<file path="src/rtl/trit_pack_ctrl.sv">
// trit_pack_ctrl: packs up to five base-3 digits (trits) into one byte,
// out_byte = t0 + 3*t1 + 9*t2 + 27*t3 + 81*t4, through a 4-cycle
// serial accumulate.
// Optional build macro TRIT_PACK_CHECK_EN: when defined, err becomes a
// sticky flag raised by an accepted illegal trit code (2'b11). When the
// macro is undefined, err is tied low. In both builds an illegal trit
// is packed as 0.
module trit_pack_ctrl #(
  parameter int N_BYTE_W = 8
) (
  input  logic                clk,
  input  logic                rst,
  input  logic                in_valid,
  output logic                in_ready,
  input  logic [1:0]          in_trit,
  input  logic                in_last,
  output logic                out_valid,
  input  logic                out_ready,
  output logic [7:0]          out_byte,
  output logic                out_last,
  output logic [N_BYTE_W-1:0] out_cnt,
  output logic                done,
  output logic                err
);

  typedef enum logic [1:0] {IDLE, COLLECT, CONV, OUT} state_t;

  state_t              r_state;
  logic [1:0]          r_t [4];     // t0..t3; t4 goes straight into the accumulator
  logic [2:0]          r_idx;       // trits accepted so far in this group
  logic [1:0]          r_count;     // CONV step counter
  logic [7:0]          r_acc;
  logic                r_in_ready;
  logic                r_out_valid;
  logic                r_out_last;
  logic                r_last_grp;  // group was closed by in_last
  logic                r_done;
  logic [N_BYTE_W-1:0] r_cnt;

  logic       w_accept;
  logic       w_close;
  logic       w_hs;
  logic [1:0] w_tv;
  logic [7:0] w_t4;
  logic [7:0] w_x [4];
  logic [7:0] w_x_sel;

  assign w_accept = in_valid & r_in_ready;
  assign w_close  = w_accept & ((r_idx == 3'd4) | in_last);
  assign w_hs     = r_out_valid & out_ready;
  // Illegal code 11 contributes nothing to the packed value.
  assign w_tv     = (in_trit == 2'b11) ? 2'b00 : in_trit;
  assign w_t4     = {6'd0, w_tv} * 8'd81;

  // Weighted terms x[k] = 3^k * t_k, added one per CONV cycle.
  genvar gi;
  generate
    for (gi = 0; gi < 4; gi++) begin : g_weight
      localparam logic [7:0] WEIGHT = 8'(3 ** gi);
      assign w_x[gi] = {6'd0, r_t[gi]} * WEIGHT;
    end
  endgenerate

  assign w_x_sel = w_x[r_count];

  // Main control FSM: collect trits, serially accumulate, hand the byte out.
  always_ff @(posedge clk) begin
    if (rst) begin
      r_state     <= IDLE;
      for (int k = 0; k < 4; k++) r_t[k] <= 2'b00;
      r_idx       <= 3'd0;
      r_count     <= 2'd0;
      r_acc       <= 8'd0;
      r_in_ready  <= 1'b1;
      r_out_valid <= 1'b0;
      r_out_last  <= 1'b0;
      r_last_grp  <= 1'b0;
      r_done      <= 1'b0;
      r_cnt       <= '0;
    end else begin
      r_done <= 1'b0;
      case (r_state)
        IDLE, COLLECT: begin
          if (w_close) begin
            // A 5th trit lands in acc directly; an early close leaves t4 = 0.
            r_acc <= (r_idx == 3'd4) ? w_t4 : 8'd0;
            if (r_idx != 3'd4) r_t[r_idx[1:0]] <= w_tv;
            r_count    <= 2'd0;
            r_last_grp <= in_last;
            r_in_ready <= 1'b0;
            r_state    <= CONV;
          end else if (w_accept) begin
            r_t[r_idx[1:0]] <= w_tv;
            r_idx           <= r_idx + 3'd1;
            r_state         <= COLLECT;
          end
        end
        CONV: begin
          r_acc   <= r_acc + w_x_sel;
          r_count <= r_count + 2'd1;
          if (r_count == 2'd3) begin
            r_state     <= OUT;
            r_out_valid <= 1'b1;
            r_out_last  <= r_last_grp;
          end
        end
        OUT: begin
          if (w_hs) begin
            r_out_valid <= 1'b0;
            r_out_last  <= 1'b0;
            r_in_ready  <= 1'b1;
            r_idx       <= 3'd0;
            for (int k = 0; k < 4; k++) r_t[k] <= 2'b00;
            if (r_out_last) begin
              r_state <= IDLE;
              r_done  <= 1'b1;
              r_cnt   <= '0;
            end else begin
              r_state <= COLLECT;
              r_cnt   <= r_cnt + N_BYTE_W'(1);
            end
          end
        end
        default: r_state <= IDLE;
      endcase
    end
  end

`ifdef TRIT_PACK_CHECK_EN
  logic r_err;

  // Sticky illegal-trit flag, cleared only by reset.
  always_ff @(posedge clk) begin
    if (rst)                                  r_err <= 1'b0;
    else if (w_accept && in_trit == 2'b11)    r_err <= 1'b1;
  end

  assign err = r_err;
`else
  assign err = 1'b0;
`endif

  assign in_ready  = r_in_ready;
  assign out_valid = r_out_valid;
  assign out_byte  = r_acc;
  assign out_last  = r_out_last;
  assign out_cnt   = r_cnt;
  assign done      = r_done;

endmodule

</file>
<file path="config.mk">
export PLATFORM = sky130hd
export DESIGN_NAME = trit_pack_ctrl
export DESIGN_NICKNAME = d
export VERILOG_FILES = /design/src/rtl/trit_pack_ctrl.sv
export SDC_FILE = /design/constraint.sdc
export NUM_CORES = 1
export LEC_CHECK = 0
export ABC_AREA = 1
export BUFFER_PORTS_ARGS = -buffer_cell sky130_fd_sc_hd__buf_2
export CORE_ASPECT_RATIO = 2
export CORE_MARGIN = 3
export CORE_UTILIZATION = 45
export CTS_BUF_LIST = sky130_fd_sc_hd__clkbuf_8 sky130_fd_sc_hd__clkbuf_16
export DETAILED_ROUTE_END_ITERATION = 8
export PLACE_DENSITY = 0.67
export SYNTH_ARGS = -nofsm -noshare
export SYNTH_HDL_FRONTEND = slang
export SYNTH_SLANG_ARGS = --single-unit
</file>
<file path="constraint.sdc">
create_clock -name clk -period 1.9 [get_ports clk]
set_input_delay 0 -clock clk [delete_from_list [all_inputs] [get_ports clk]]
set_output_delay 0 -clock clk [all_outputs]
set_load 0.005 [all_outputs]
</file>
Yosys cells after proc, flatten, opt, wreduce, memory -nomap -nowiden
Memories as Yosys holds them, arrays and structs flattened.
Index checks and enable logic that the tools add are counted.
{ "totals": {"mem_bits_rw": 8, "wordCells": 112, "ff_bits": 28, "inputBits": 7, "output_inout_bits": 21, "mem_bits_ro": 0, "latch_bits": 0, "mem_count": 1} }
{ "memory_table": {"columns": ["memory", "depth", "word_bits", "rd", "rd_clocked_by_memory_dff", "write_ports", "line", "text"], "rows": [
  ["r_t", 4, 2, 4, 0, 4, "29", "logic [1:0] r_t [4];"]
]} }
{ "op_classes": {"n_reduce_logical": 14, "bitwise": 12, "mux": 53, "eq_ne": 13, "n_shift": 0, "order_cmp": 1, "add_sub_neg": 4, "mul": 4, "div": 0} }
{ "ops": {"columns": ["operator", "count"], "rows": [
  ["$mux 8", 5],
  ["$mux 2", 13],
  ["$mux 1", 24],
  ["$bmux 8 s2", 1],
  ["$pmux 8 s2", 1],
  ["$ne 2x2->1 const B", 5],
  ["$mux 3", 3],
  ["$reduce_and 3->1", 3],
  ["$add 8x1->8 const B", 1],
  ["$add 8x8->8", 1],
  ["$eq 2x2->1 const B", 4],
  ["$mul 2x7->8 const B", 1],
  ["$mul 2x5->7 const B", 1],
  ["$mul 2x4->6 const B", 1],
  ["$ne 3x3->1 const B", 2],
  ["$or 1x1->1", 6],
  ["$pmux 1 s2", 3],
  ["$pmux 2 s3", 1],
  ["$pmux 3 s2", 1],
  ["$reduce_and 2->1", 3],
  ["$reduce_bool 2->1", 3],
  ["$mul 2x2->4 const B", 1],
  ["$pmux 2 s2", 1],
  ["$reduce_and 4->1", 1],
  ["11 further kinds", 15]
]} }

Logic depth before layout (Yosys ltp)
{ "logic_depth": {"ltp_word": 10, "ltp_mapped": 13, "mapped_depth_nobuf": 13} }

Least setup slack after synthesis
No wires, ideal clock.
{ "synth_timing": {"path_kind": "register to register", "startpoint": "register r_count[0]", "endpoint": "register r_acc[6] (netlist: out_byte[6])", "setup_ns": 0.070, "path_stages_with_launch": 14, "synth_period_minus_slack_ns": 1.995, "t_required_ns": 1.830, "setup_slack_ns": -0.095, "n_path_buf": 1, "t_arrival_ns": 1.925, "path_cell_list": "dfxtp_1 > clkbuf_1 > a21oi_1 > o21ai_0 > o21ai_0 > ha_1 > fa_1 > nand3_1 > nand2_1 > nand2_1 > nand2_1 > nand2_1 > nand3_1 > a21oi_1"} }
{ "synth_between": {"elab_chain_cells": 6} }
{ "synth_lines": {"columns": ["element", "line", "text"], "rows": [
  ["start, declared", "31", "logic [1:0] r_count;"],
  ["start signal, assigned", "100", "r_count <= r_count + 2'd1;"],
  ["$not 2->3 (implied by the code)", "64", "assign w_x_sel = w_x[r_count];"],
  ["$bmux 8 s2", "64", null],
  ["$mux 8 (implied by the code) (2 in a row)", "64", null],
  ["$add 8x8->8", "99", "r_acc <= r_acc + w_x_sel;"],
  ["$pmux 8 s2", "82", "case (r_state)"],
  ["end signal, assigned", "86", "r_acc <= (r_idx == 3'd4) ? w_t4 : 8'd0;"],
  ["end signal, assigned", "99", null],
  ["end, declared", "32", "logic [7:0] r_acc;"]
]} }
No other way between the ends. The select of a mux whose other input is x is not followed.
A chain may end at the register's enable or synchronous reset.

==> metrics.csv <==
stage;metric;value;unit
final_layout;utilization after layout;63.3;%
synth;Synth Warn #;0;
global_routing;Tot GR Track Use;22.1;%
final_layout;area delta synth->final;33.3;%
worst_setup_path;most frequent CP cell;nand2_2;
synth;Syn Inst Count;289;
global_routing;vias in the first global route;2106;
worst_setup_path;reg-to-reg slack, setup;-0.03;ns
status;status;complete, but fails checks;
worst_setup_path;CP max stage delay;0.40;ns
clocking;Clock Sinks;36;
synth;syn_area_per_cell;7.28;um2
timing;RSZ-0062 raised after global routing;yes;
floorplanning;Starting Density;47.5;%
clocking;Clk Tree Root Cell;clkbuf_8;
worst_setup_path;Worst setup EP type;flip-flop;
clocking;total CTS buffers;5;
route;number of nets still failing antenna checks after routing;0;
min_path;worst hold start;rst;
min_path;hold path cells;2;
timing;Slew HR;60.9;%
clocking;CTS tree;built;
synth;synthesized net count;316;
floorplanning;num ports;28;
pwr;VDD IR max;0.796;mV
floorplanning;die area;5580;um2
clocking;clk slew on worst S/H paths;0.08;ns
worst_setup_path;critical path class;reg2reg;
timing;fmax;0.517;GHz
synth;Post-synth EDFFs;8;
worst_setup_path;CP Buf/Inv Count;2;
worst_setup_path;Crit-path slowest cell;edfxtp_1;
timing;fin crit period;1.93;ns
global_routing;initial antenna violation count;0;
pwr;PwrDens;676;nW/um2
worst_setup_path;R2R depth;13;
timing;setup TNS;-0.0751;ns
flow_run;max_cap viols;0;
synth;Synth Register Bits;36;
synth;combinational family with the most area after synthesis;simple AND/OR/NAND/NOR gates;
synth;register area share after synthesis;38.1;%
synth;Synth Area in Compound Gates;13.8;%
synth;mux cell area share after synthesis;0;%
timing;Final Hold Fails;0;
worst_setup_path;Critical Path RT;2.07;ns
route;drt pass-1 iters;4;
min_path;Hold EP;out_byte[0];
min_path;worst hold path type;in2reg;
floorplanning;placeable core area;4420;um2
place;RD Place Congestion;0.843;
synth;Main synth FF type;dfxtp_1;
place;Post-DP HPWL;3.98;mm
clocking;Skew-Pair Late Insertion Delay;0.29;ns
worst_setup_path;Max FO, Critical Path;4;
pwr;Tot Pwr;0.00189;W
clocking;Longest Clk Path Bufs;2;
place;Post-DP Area;2390;um2
global_routing;pin count of the biggest net entering global routing;15;
route;drt total wl;5.42;mm
timing;final worst setup slack;-0.0332;ns
synth;adder-cell share of the synthesized area;12.3;%
worst_setup_path;RR Endpoint;out_byte[7];
timing;Layout Skew;0.00757;ns
final_layout;n_diodes;0;
clocking;H-tree Lvls;2;
worst_setup_path;RR Startpoint;r_t[1][0];
timing;setup violators final;4;
synth;simple-gate share of the synthesized area;26.5;%
worst_setup_path;CP startpoint kind;flip-flop;
synth;Synth Area in XOR/XNOR;0.416;%
final_layout;Final nets;367;
synth;synthesized area;2100;um2
pwr;Lkg Pwr;1.26;nW
synth;Async SR Flop Fraction;0;%
worst_setup_path;worst endpoint data arrival time;2.10;ns
floorplanning;height of the die;103;um
final_layout;layout cell share with drive strength beyond 1;32.0;%
timing;Final Max Slew Viols;0;
global_routing;first-pass GRT wire length;9.08;mm
place;post-place setup slack;-0.145;ns
worst_setup_path;CP delay by family, top;simple AND/OR/NAND/NOR gates;
worst_setup_path;worst path cell trace;buf_4, buf_4, ha_2, nand2_2, a21oi_4, ha_4, nand2_2, nor2_2, nand2_2, nand2_1, nand2_1, nand3_1, a21oi_1;
final_layout;design area;2800;um2
place;PortBufs;26;
global_routing;total grt overflow;0;
route;initial DRC count;34;
route;DRC errors left;0;
synth;Yosys cell types;31;
floorplanning;row count;34;
route;WL/cell;13.7;um
timing;Least-Margin Pin Slew;0.584;ns
route;Via Count;2070;
floorplanning;Die Wd;54.3;um
route;Vias/cell;5.24;
final_layout;Fill cells;419;
timing;Final Cycle Share;102;%
status;violated checks;negative setup slack;
==> layer usage <==
| layer | global-route usage [%] | wire, um | part of all wire, % |
|---|---|---|---|
| met3 | 3.33 | 179 | 3.3 |
| met4 | 10.9 | 267 | 4.9 |
| met2 | 42.9 | 3130 | 58 |
| met5 | 0 | 0 | 0 |
| met1 | 20.5 | 1850 | 34 |
==> cell families after synthesis <==
| logic type | count (synthesis) |
|---|---|
| other cells | 1 |
| flops | 36 |
| simple gates | 129 |
| fa+ha+maj | 20 |
| xor+xnor | 1 |
| compound gates | 56 |
| buf+inv | 46 |
==> per-stage QoR <==
step | hold WS, ns | instances
2_1_floorplan | 0.0761 | 289
3_3_place_gp | 0.291 | 380
3_5_place_dp | 0.290 | 380
4_1_cts | 0.0719 | 394
5_1_grt | 0.101 | 395
6_report | 0.0751 | 395
==> state kept, by name, summed over array words and instances (netlist names) <==
| name | count |
|---|---|
| out_cnt | 8 |
| out_last | 1 |
| r_count | 2 |
| r_last_grp | 1 |
| done | 1 |
| out_byte | 8 |
| in_ready | 1 |
| r_idx | 3 |
| r_state | 2 |
| out_valid | 1 |
| r_t | 8 |
==> placed cells by master, fill, tap and decap left out, types with 4 or more instances in the layout <==
cell type / netlist / layout
nand3_1: 13 / 10
nand2_2: 4 / 13
edfxtp_1: 8 / 8
inv_2: 1 / 5
ha_4: 0 / 6
nor2_4: 1 / 4
buf_4: 1 / 18
o21ai_1: 3 / 7
nor3_1: 5 / 5
clkbuf_8: 0 / 5
inv_1: 41 / 37
o21ai_0: 18 / 12
dfxtp_1: 28 / 26
nand2_1: 71 / 61
a21oi_1: 31 / 25
ha_1: 19 / 10
buf_2: 0 / 26
nor2_1: 25 / 20
==> power breakdown <==
group / switching, W / internal (W)
registers: 0.0000409 / 0.000824
clock network: 0.000290 / 0.000388
logic: 0.000201 / 0.000150
total: 0.000531 / 0.00136
==> synth_stat cells (3+ instances only) <==
master	count	area, um2
nand2_1	71	267
inv_1	41	154
a21oi_1	31	155
dfxtp_1	28	561
nor2_1	25	93.8
ha_1	19	238
o21ai_0	18	90.1
nand3_1	13	65.1
edfxtp_1	8	240
nor3_1	5	25.0
nand2_2	4	25.0
nand4_1	3	18.8
o21ai_1	3	15.0
==> what timing repair did <==
| action | CTS | global route |
|---|---|---|
| pin swaps | 15 | 19 |
| hold buffers | 1 | 0 |
| buffers inserted | 5 | 1 |
| gates resized for setup | 32 | 31 |
| hold endpoints to repair | 1 | 0 |
| endpoints found under the setup margin | 6 | 8 |
| cloned | 0 | 0 |
==> how the worst max path moves through the flow <==
| stage | startpoint | endpoint | slack, ns | cells past startpoint |
|---|---|---|---|---|
| 4_1_cts | r_t[3][0] | out_byte[7] | -0.01 | 13 |
| 3_3_place_gp | r_t[3][0] | out_byte[6] | -0.15 | 12 |
| 6_report | r_t[1][0] | out_byte[7] | -0.03 | 13 |
| 3_5_place_dp | r_t[3][0] | out_byte[6] | -0.15 | 12 |
| 5_1_grt | r_t[3][0] | out_byte[6] | -0.15 | 12 |
| 2_1_floorplan | r_t[3][0] | out_byte[6] | 0.003 | 12 |
==> cell type report <==
type / count / area, um2 / area share (%)
Inverter: 42 / 158 / 5.62
Multi-Input combinational cell: 207 / 1350 / 48.2
Clock buffer: 5 / 68.8 / 2.46
Timing Repair Buffer: 48 / 309 / 11.0
Clock inverter: 3 / 42.5 / 1.52
Sequential cell: 36 / 806 / 28.7
Tap cell: 54 / 67.6 / 2.41
Power figures use the tool's default switching activity.
